File: src/rtl/uart_pkg.sv
// Shared UART definitions for rxuart and txuart: receiver state encodings,
// frame width and per-board default baud divisors.
`timescale 1ns/1ps
package uart_pkg;

    localparam int UART_DATA_BITS = 8;

    // 115200 baud at the two board clocks (100 MHz, 27 MHz)
    localparam logic [23:0] CLOCKS_PER_BAUD_100MHZ = 24'd868;
    localparam logic [23:0] CLOCKS_PER_BAUD_27MHZ  = 24'd234;

    typedef enum logic [2:0] {
        RX_IDLE  = 3'd0,
        RX_START = 3'd1,
        RX_DATA  = 3'd2,
        RX_STOP  = 3'd3,
        RX_BREAK = 3'd4
    } rx_state_t;

endpackage

File: src/rtl/rxuart_sync.sv
// Two-flop synchronizer for an asynchronous input; both flops reset to
// RESET_VAL so an idle-high line never looks like a start bit out of reset.
`timescale 1ns/1ps
module rxuart_sync #(
    parameter logic RESET_VAL = 1'b1
) (
    input  logic i_clk,
    input  logic i_reset,
    input  logic i_d,
    output logic o_q
);

    logic meta_r;

    // Metastability chain
    always_ff @(posedge i_clk) begin
        if (i_reset) begin
            meta_r <= RESET_VAL;
            o_q    <= RESET_VAL;
        end else begin
            meta_r <= i_d;
            o_q    <= meta_r;
        end
    end

endmodule

File: src/rtl/rxuart.sv
// 8N1 UART receiver with mid-bit sampling and break handling.
// Optional stop-bit error strobe o_frame_err enabled by RXUART_FRAME_ERR_EN.
`timescale 1ns/1ps
module rxuart
    import uart_pkg::*;
#(
    parameter logic [23:0] CLOCKS_PER_BAUD = 24'd868
) (
    input  logic                      i_clk,
    input  logic                      i_reset,
    input  logic                      i_uart_rx,
    output logic                      o_wr,
    output logic [UART_DATA_BITS-1:0] o_data
`ifdef RXUART_FRAME_ERR_EN
    ,
    output logic                      o_frame_err
`endif
);

    localparam logic [23:0] HALF_LOAD = (CLOCKS_PER_BAUD >> 1) - 24'd1;
    localparam logic [23:0] BAUD_LOAD = CLOCKS_PER_BAUD - 24'd1;
    localparam logic [2:0]  LAST_BIT  = 3'(UART_DATA_BITS - 1);

    logic                      rx_s;
    rx_state_t                 state_r;
    rx_state_t                 state_next_s;
    logic [23:0]               baud_cnt_r;
    logic [2:0]                bit_idx_r;
    logic [UART_DATA_BITS-1:0] shift_r;
    logic                      sample_s;
    logic                      deliver_s;
`ifdef RXUART_FRAME_ERR_EN
    logic                      frame_bad_s;
`endif

    rxuart_sync #(
        .RESET_VAL (1'b1)
    ) u_sync (
        .i_clk   (i_clk),
        .i_reset (i_reset),
        .i_d     (i_uart_rx),
        .o_q     (rx_s)
    );

    assign sample_s = (baud_cnt_r == 24'd0);

    // State register
    always_ff @(posedge i_clk) begin
        if (i_reset) begin
            state_r <= RX_IDLE;
        end else begin
            state_r <= state_next_s;
        end
    end

    // Next-state logic
    always_comb begin
        state_next_s = state_r;
        case (state_r)
            RX_IDLE: begin
                if (!rx_s) state_next_s = RX_START;
                else       state_next_s = RX_IDLE;
            end
            RX_START: begin
                if (sample_s) state_next_s = rx_s ? RX_IDLE : RX_DATA;
                else          state_next_s = RX_START;
            end
            RX_DATA: begin
                if (sample_s && (bit_idx_r == LAST_BIT)) state_next_s = RX_STOP;
                else                                     state_next_s = RX_DATA;
            end
            RX_STOP: begin
                // A low stop bit may be the start of a break; wait it out
                if (sample_s) state_next_s = rx_s ? RX_IDLE : RX_BREAK;
                else          state_next_s = RX_STOP;
            end
            RX_BREAK: begin
                if (rx_s) state_next_s = RX_IDLE;
                else      state_next_s = RX_BREAK;
            end
            default: state_next_s = RX_IDLE;
        endcase
    end

    // Output decode: byte delivery and stop-bit error at the stop sample
    always_comb begin
        deliver_s = 1'b0;
`ifdef RXUART_FRAME_ERR_EN
        frame_bad_s = 1'b0;
`endif
        case (state_r)
            RX_STOP: begin
                if (sample_s) begin
`ifdef RXUART_FRAME_ERR_EN
                    deliver_s   = rx_s;
                    frame_bad_s = !rx_s;
`else
                    deliver_s   = 1'b1;
`endif
                end else begin
                    deliver_s = 1'b0;
                end
            end
            default: deliver_s = 1'b0;
        endcase
    end

    // Baud counter, bit index, shift register and registered outputs
    always_ff @(posedge i_clk) begin
        if (i_reset) begin
            baud_cnt_r  <= 24'd0;
            bit_idx_r   <= 3'd0;
            shift_r     <= '0;
            o_wr        <= 1'b0;
            o_data      <= '0;
`ifdef RXUART_FRAME_ERR_EN
            o_frame_err <= 1'b0;
`endif
        end else begin
            case (state_r)
                RX_IDLE: begin
                    baud_cnt_r <= rx_s ? 24'd0 : HALF_LOAD;
                    bit_idx_r  <= 3'd0;
                end
                RX_START, RX_STOP: begin
                    baud_cnt_r <= sample_s ? BAUD_LOAD : (baud_cnt_r - 24'd1);
                end
                RX_DATA: begin
                    baud_cnt_r <= sample_s ? BAUD_LOAD : (baud_cnt_r - 24'd1);
                    if (sample_s) begin
                        shift_r[bit_idx_r] <= rx_s;
                        bit_idx_r          <= bit_idx_r + 3'd1;
                    end
                end
                default: begin
                    baud_cnt_r <= 24'd0;
                end
            endcase
            o_wr <= deliver_s;
            if (deliver_s) o_data <= shift_r;
`ifdef RXUART_FRAME_ERR_EN
            o_frame_err <= frame_bad_s;
`endif
        end
    end

endmodule

File: config.mk
export PLATFORM = sky130hd
export DESIGN_NAME = rxuart
export DESIGN_NICKNAME = d
export VERILOG_FILES = /design/src/rtl/uart_pkg.sv /design/src/rtl/rxuart_sync.sv /design/src/rtl/rxuart.sv
export SDC_FILE = /design/constraint.sdc
export NUM_CORES = 1
export LEC_CHECK = 0
export ABC_CLOCK_PERIOD_IN_PS = 2300
export BUFFER_PORTS_ARGS = -buffer_cell sky130_fd_sc_hd__buf_2
export CAP_MARGIN = 15
export CORE_ASPECT_RATIO = 1.1
export CORE_UTILIZATION = 55
export DETAILED_ROUTE_END_ITERATION = 10
export MAX_ROUTING_LAYER = met4
export PLACE_DENSITY_LB_ADDON = 0.2
export SLEW_MARGIN = 0
export SYNTH_ARGS = -nofsm -noshare
export SYNTH_HDL_FRONTEND = slang
export SYNTH_HIERARCHICAL = 1
export SYNTH_SLANG_ARGS = --single-unit
File: constraint.sdc
create_clock -name i_clk -period 2.3 [get_ports i_clk]
set_input_delay 0.23 -clock i_clk [delete_from_list [all_inputs] [get_ports i_clk]]
set_output_delay 0.23 -clock i_clk [all_outputs]
set_load 0.01 [all_outputs]
==> results.md, run 1 <==
### Clock network
- number of buffers created by CTS: 5
- root cell of the clock tree: clkbuf_8
- number of levels the H-tree was split into: 2
- source-to-sink clock delay at the later pin of the worst-skew pair: 0.29 ns
- clock slew at the register clock pins of the worst setup and hold paths: 0.08 ns
- TritonCTS clock tree: built
- number of post-CTS setup repair buffers: 0
- CTS Sinks: 49
- number of gates resized after cts: 0
- maximum clock insertion buffer count: 2
- Post-CTS Hold Buffers: 0

### Global routing
- number of antenna violations at the first check in global routing: 0
- wire length of the first global-routing pass: 8640 um
- Overall Global Routing Usage: 24.6%
- total global routing overflow: 0
- largest net degree at the start of global routing: 22
- vias in the first global route: 1889

### Timing
- Max-Slew Margin vs Limit: 63.6%
- Final Skew: 0.00477 ns
- timing-limited maximum frequency: 498 MHz
- unrepaired setup endpoints after global routing: false
- number of endpoints with negative hold slack in the final report: 0
- count of endpoints failing setup in the final report: 0
- post-route clock period utilization: 87.4%
- Hold WS: 0.120 ns
- post-layout min period: 2.01 ns
- post-route worst setup slack: 0.290 ns
- fin. max-slew vios: 0
- setup tns final: 0 ns
- actual slew at the worst max-slew pin: 0.542 ns

### Route
- Via Count: 1942
- number of detailed-route iterations in the first pass: 4
- detailed-route DRC error count: 0
- number of DRC violations after detailed-routing iteration 0: 111
- routed wire length: 4980 um
- Via-to-Cell Ratio: 6.05
- average routed wire per standard cell: 15.5 um
- final antenna-violating net count: 0

### Setup path
- data required time at the worst endpoint: 2.46 ns
- nature of the critical path endpoint: flop
- critical path launch point type: flop
- critical path arrival: 2.17 ns
- critical path's slowest cell: o311ai_0
- cell breakdown of the critical path: inv_1 > ha_1 > nor4b_4 > nand4_2 > o311ai_0 > o41ai_1
- crit path buf inv count: 1
- highest net fanout along the worst path: 16
- delay of the slowest cell on the worst path: 0.42 ns
- Worst Setup Path Type: reg -> reg
- crit-path leading delay family: simple AND/OR/NAND/NOR gates

### Synth
- share of async-settable or async-resettable flops after synthesis: 0%
- most used flip-flop cell after synthesis: dfxtp_1
- leading cell types by total area after synthesis: dfxtp_1, xor2_1, nand2_1
- Synth Area per Inst: 9.23 um2
- top cell types by occurrence after synthesis: dfxtp_1, nand2_1, nor2_1
- cell type contributing the most total cell area after synthesis: dfxtp_1
- synthesized net count: 264
- most instantiated library cell after synthesis: dfxtp_1
- part of the Yosys area used for sequential elements: 41.4%
- Synth Warn #: 6
- FF+latch count, synth: 49
- area share of the largest cell type after synthesis: 41.4%
- count of flip-flops with a built-in enable after synthesis: 0
- Cell variety after synth: 47
- cell area after technology mapping: 2370 um2
- synthesized instance count: 257

### Power
- internal power: 0.00125 W
- part of the total power dissipated in sequential elements: 48.8%
- ratio of total power to cell area: 719 nW/um2
- part of the power in the clock network: 26.0%
- Final Power: 0.00184 W
- leakage dissipation: 1.05 nW
- net switching share of the total power: 31.9%
- peak ir drop on the vdd network: 0.000323 V
- portion of total power attributed to combinational logic: 25.2%
- Switching Power: 0.000588 W

### Finish
- share of post-route cells with drive strength above 1: 14.9%
- Final Cell Area: 2560 um2
- layout net count: 275
- antenna cells: 0
- Layout area overhead: 7.86%

### Place
- placed wire-length estimate: 3540 um
- I/O Buffers: 11
- global placer's final weighted congestion: 0.902
- placed instance area: 2480 um2
- pre-CTS worst setup slack: 0.294 ns

### Run status
- outcome: finished clean

### Flow run
- MaxCap Viol Count: 0

### Floorplanning
- Initial Util: 58.5%
- overall die width: 64.6 um
- row cnt: 24
- vertical die dimension: 70.9 um
- core region area: 4050 um2
- I/O pin total: 12
- die area: 4580 um2

### Hold path
- Hold Crit Class: in -> reg

## per-stage QoR
step | utilization, % | cells
6_report | 63.1 | 321
5_1_grt | 63.1 | 321
4_1_cts | 63.1 | 321
3_5_place_dp | 61.1 | 313
3_3_place_gp | 61.1 | 313
2_1_floorplan | - | 257
## placed cells by master (no fill, tap or decap), types with 3 or more instances in the layout
master and instances:
nor3_1 3, nand2_1 23, nand4_1 7, nor4_1 4, o41ai_1 9, nand2b_1 4, a21oi_1 15, ha_1 4
buf_2 11, o31ai_1 10, buf_4 6, clkbuf_1 3, or4_1 7, nor4_4 3, nor2_1 22, dfxtp_1 49
a31oi_1 3, or2_2 4, o311ai_0 8, clkbuf_8 5, mux2i_1 6, nand3_1 6, xor2_1 10, o21ai_0 9
inv_1 6
## metal layers
| metal | wire, um | up-vias | track usage, % |
|---|---|---|---|
| li1 | - | 993 | - |
| met1 | 2350 | 919 | 30.4 |
| met2 | 2470 | 28 | 41.6 |
| met5 | 0 | - | - |
| met4 | 24 | 0 | 5.43 |
| met3 | 137 | 2 | 4.35 |
## sequential cells by signal (all words and copies together), names as in the netlist
signal / cells
u_sync/meta_r: 1
state_r: 3
baud_cnt_r: 24
shift_r: 8
u_sync/o_q: 1
o_wr: 1
o_data: 8
bit_idx_r: 3
## power groups by stage
stage | combinational (W) | clock (W) | sequential (W)
floorplan | 0.000369 | 0 | 0.000912
global placement | 0.000455 | 0 | 0.000917
detailed placement | 0.000461 | 0 | 0.000918
CTS | 0.000465 | 0.000492 | 0.000898
global route | 0.000525 | 0.000521 | 0.000902
finish | 0.000465 | 0.000478 | 0.000898
## cell type report
cell class | instances | area, um2
inverter | 6 | 22.5
multi-input combinational | 189 | 1310
fill | 363 | 1500
timing repair buffer | 17 | 100
clock buffer | 8 | 80.1
tap | 52 | 65.1
sequential | 49 | 981
## path summary, 6_finish.rpt
kind / endpoint / startpoint / cells after the start / slack [ns]
worst max register to register: o_data[0] / baud_cnt_r[0] / 6 / 0.29
worst min-delay path: u_sync/meta_r / i_uart_rx / 2 / 0.12
worst min register to register: u_sync/o_q / u_sync/meta_r / 1 / 0.41
worst max-delay path: o_data[0] / baud_cnt_r[0] / 6 / 0.29
## logic make-up (layout without fill, tap and decap cells)
group	Yosys count	in the layout	share of synthesized area, %
simple gates	104	104	27.6
compound gates	63	63	18.5
flops	49	49	41.4
buf+inv	19	31	3.43
xor+xnor	12	12	4.43
mux	6	6	2.53
fa+ha+maj	4	4	2.11
Power figures use the tool's default switching activity.
==> run 2: changes to the inputs <==
- ABC_CLOCK_PERIOD_IN_PS: 2300 -> 1850
- clock period: 2.3 -> 1.85 ns (I/O delays scaled with it)
==> run 2 against run 1 <==
The flow now finishes with violations (setup timing). Critical path depth grew 1. Flip-flop and latch count is the same. Core utilization increased by 11 points. Sequential power grew 25%. Final area up 17%. Largest power group unchanged. Via count grew 9.4%. Critical endpoint is now o_data[6]. Global-route usage grew 2.0 points. Non-clock buffer count rose by 26. Worst hold slack worse by 0.064 ns. Wire length is 19% higher.
==> results.md, run 2 (synthesis results as in run 1) <==
### Clock network
- root cell of the clock tree: clkbuf_8
- TritonCTS clock tree: built
- number of buffers created by CTS: 5
- clock slew at the register clock pins of the worst setup and hold paths: 0.09 ns
- CTS Sinks: 49
- Post-CTS Hold Buffers: 0
- source-to-sink clock delay at the later pin of the worst-skew pair: 0.31 ns
- number of levels the H-tree was split into: 2
- maximum clock insertion buffer count: 2

### Route
- number of DRC violations after detailed-routing iteration 0: 165
- average routed wire per standard cell: 17.1 um
- detailed-route DRC error count: 0
- Met1 Routed Length: 2480 um
- final antenna-violating net count: 0
- highest layer used for signal routing: met4
- number of detailed-route iterations in the first pass: 5
- Via Count: 2124
- routed length on met2: 3170 um
- Via-to-Cell Ratio: 6.12
- wire length on met3: 225 um
- routed wire length: 5940 um

### Place
- pre-CTS worst setup slack: 0.0278 ns
- placed wire-length estimate: 3760 um
- global placer's final weighted congestion: 0.826
- I/O Buffers: 11

### Power
- ratio of total power to cell area: 950 nW/um2
- peak ir drop on the vdd network: 0.000710 V
- portion of total power attributed to combinational logic: 29.1%
- net switching share of the total power: 30.8%
- part of the power in the clock network: 31.7%
- Switching Power: 0.000877 W
- internal power: 0.00197 W
- leakage dissipation: 1.25 nW
- part of the total power dissipated in sequential elements: 39.2%
- Final Power: 0.00285 W

### Setup path
- critical path launch point type: flop
- highest net fanout along the worst path: 16
- Worst Setup Path Type: reg -> reg
- data required time at the worst endpoint: 2.01 ns
- critical path arrival: 2.15 ns
- nature of the critical path endpoint: flop

### Finish
- fill cell count: 295
- Layout area overhead: 26.5%
- layout net count: 301
- number of flip-flops under the largest register name: 24
- commonest non-fill, non-tap cells in the layout: dfxtp_1, buf_4, nand2_1
- share of post-route cells with drive strength above 1: 29.5%
- area used by multi-input combinational logic: 1480 um2
- antenna cells: 0
- registers with the most flip-flops: baud_cnt_r x24, o_data x8, shift_r x8
- most frequent standard cell in the layout excluding fill and tap cells: dfxtp_1
- register name with the most flops: baud_cnt_r
- FF+latch area: 985 um2

### Floorplanning
- core region area: 4050 um2
- die area: 4580 um2
- overall die width: 64.6 um
- Initial Util: 58.5%
- I/O pin total: 12
- vertical die dimension: 70.9 um
- row cnt: 24

### Global routing
- total global routing overflow: 0
- wire length of the first global-routing pass: 9000 um
- largest net degree at the start of global routing: 17
- number of antenna violations at the first check in global routing: 0
- vias in the first global route: 1925
- Overall Global Routing Usage: 26.6%

### Timing
- post-route clock period utilization: 107%
- timing-limited maximum frequency: 504 MHz
- post-route worst setup slack: -0.135 ns
- fin. max-slew vios: 0
- setup tns final: -0.135 ns
- Max-Slew Margin vs Limit: 64.9%
- Final Skew: 0.00890 ns
- count of endpoints failing setup in the final report: 1
- number of endpoints with negative hold slack in the final report: 0
- actual slew at the worst max-slew pin: 0.520 ns
- post-layout min period: 1.99 ns

### Flow run
- MaxCap Viol Count: 0

### Run status
- failing checks: setup timing
- outcome: finished, violations left

### Hold path
- Hold Crit Class: in -> reg

run 2: cell type report:
class | instances | area share (%)
repair buffers | 43 | 10.6
well taps | 52 | 2.17
multi-input cells | 189 | 49.2
clock buffers | 5 | 2.29
inverters | 6 | 0.751
flip-flops and latches | 49 | 32.8
clock inverters | 3 | 2.17
run 2: path summary, 6_finish.rpt:
kind	startpoint	to	slack, ns	cells past startpoint
worst max-delay path	baud_cnt_r[0]	o_data[6]	-0.14	7
worst min-delay path	i_uart_rx	u_sync/meta_r	0.06	2
worst max register to register	baud_cnt_r[0]	o_data[6]	-0.14	7
worst min register to register	u_sync/meta_r	u_sync/o_q	0.42	1
run 2: critical path: stages, from the launching register on:
cell and delay, ns:
dfxtp_2 0.34, inv_2 0.08, ha_4 0.13, nor4b_4 0.26, nand4_2 0.13, buf_4 0.22, o311ai_0 0.47, o41ai_1 0.21
run 2: layer usage:
layer	track usage, %	up-vias
met4	7.65	0
met3	5.81	9
met1	31.6	1021
met5	-	-
met2	44.9	51
li1	-	1043
run 2: power groups by stage:
stage | Sequential [W] | Clock [W] | Combinational, W
floorplan | 0.00113 | 0 | 0.000459
global placement | 0.00114 | 0 | 0.000700
detailed placement | 0.00114 | 0 | 0.000716
CTS | 0.00111 | 0.000900 | 0.000727
global route | 0.00112 | 0.000955 | 0.000899
finish | 0.00112 | 0.000904 | 0.000831
run 2: timing repair:
action                                  4_1_cts  5_1_grt
gates resized for setup                       1       33
gates cloned                                  0        1
pin swaps                                     1       10
buffers inserted                              0        3
endpoints found under the setup margin        1       30
hold endpoints to repair                      0        0
run 2: through the flow:
| stage | cells | instance area [um2] | hold slack, ns | util (%) |
|---|---|---|---|---|
| after floorplan | 257 | 2370 | 0.282 | - |
| after global placement | 335 | 2660 | 0.363 | 65.5 |
| after detailed placement | 335 | 2660 | 0.375 | 65.5 |
| after CTS | 343 | 2790 | 0.0605 | 68.9 |
| after global routing | 347 | 3000 | 0.0656 | 74.0 |
| final | 347 | 3000 | 0.0552 | 74.0 |
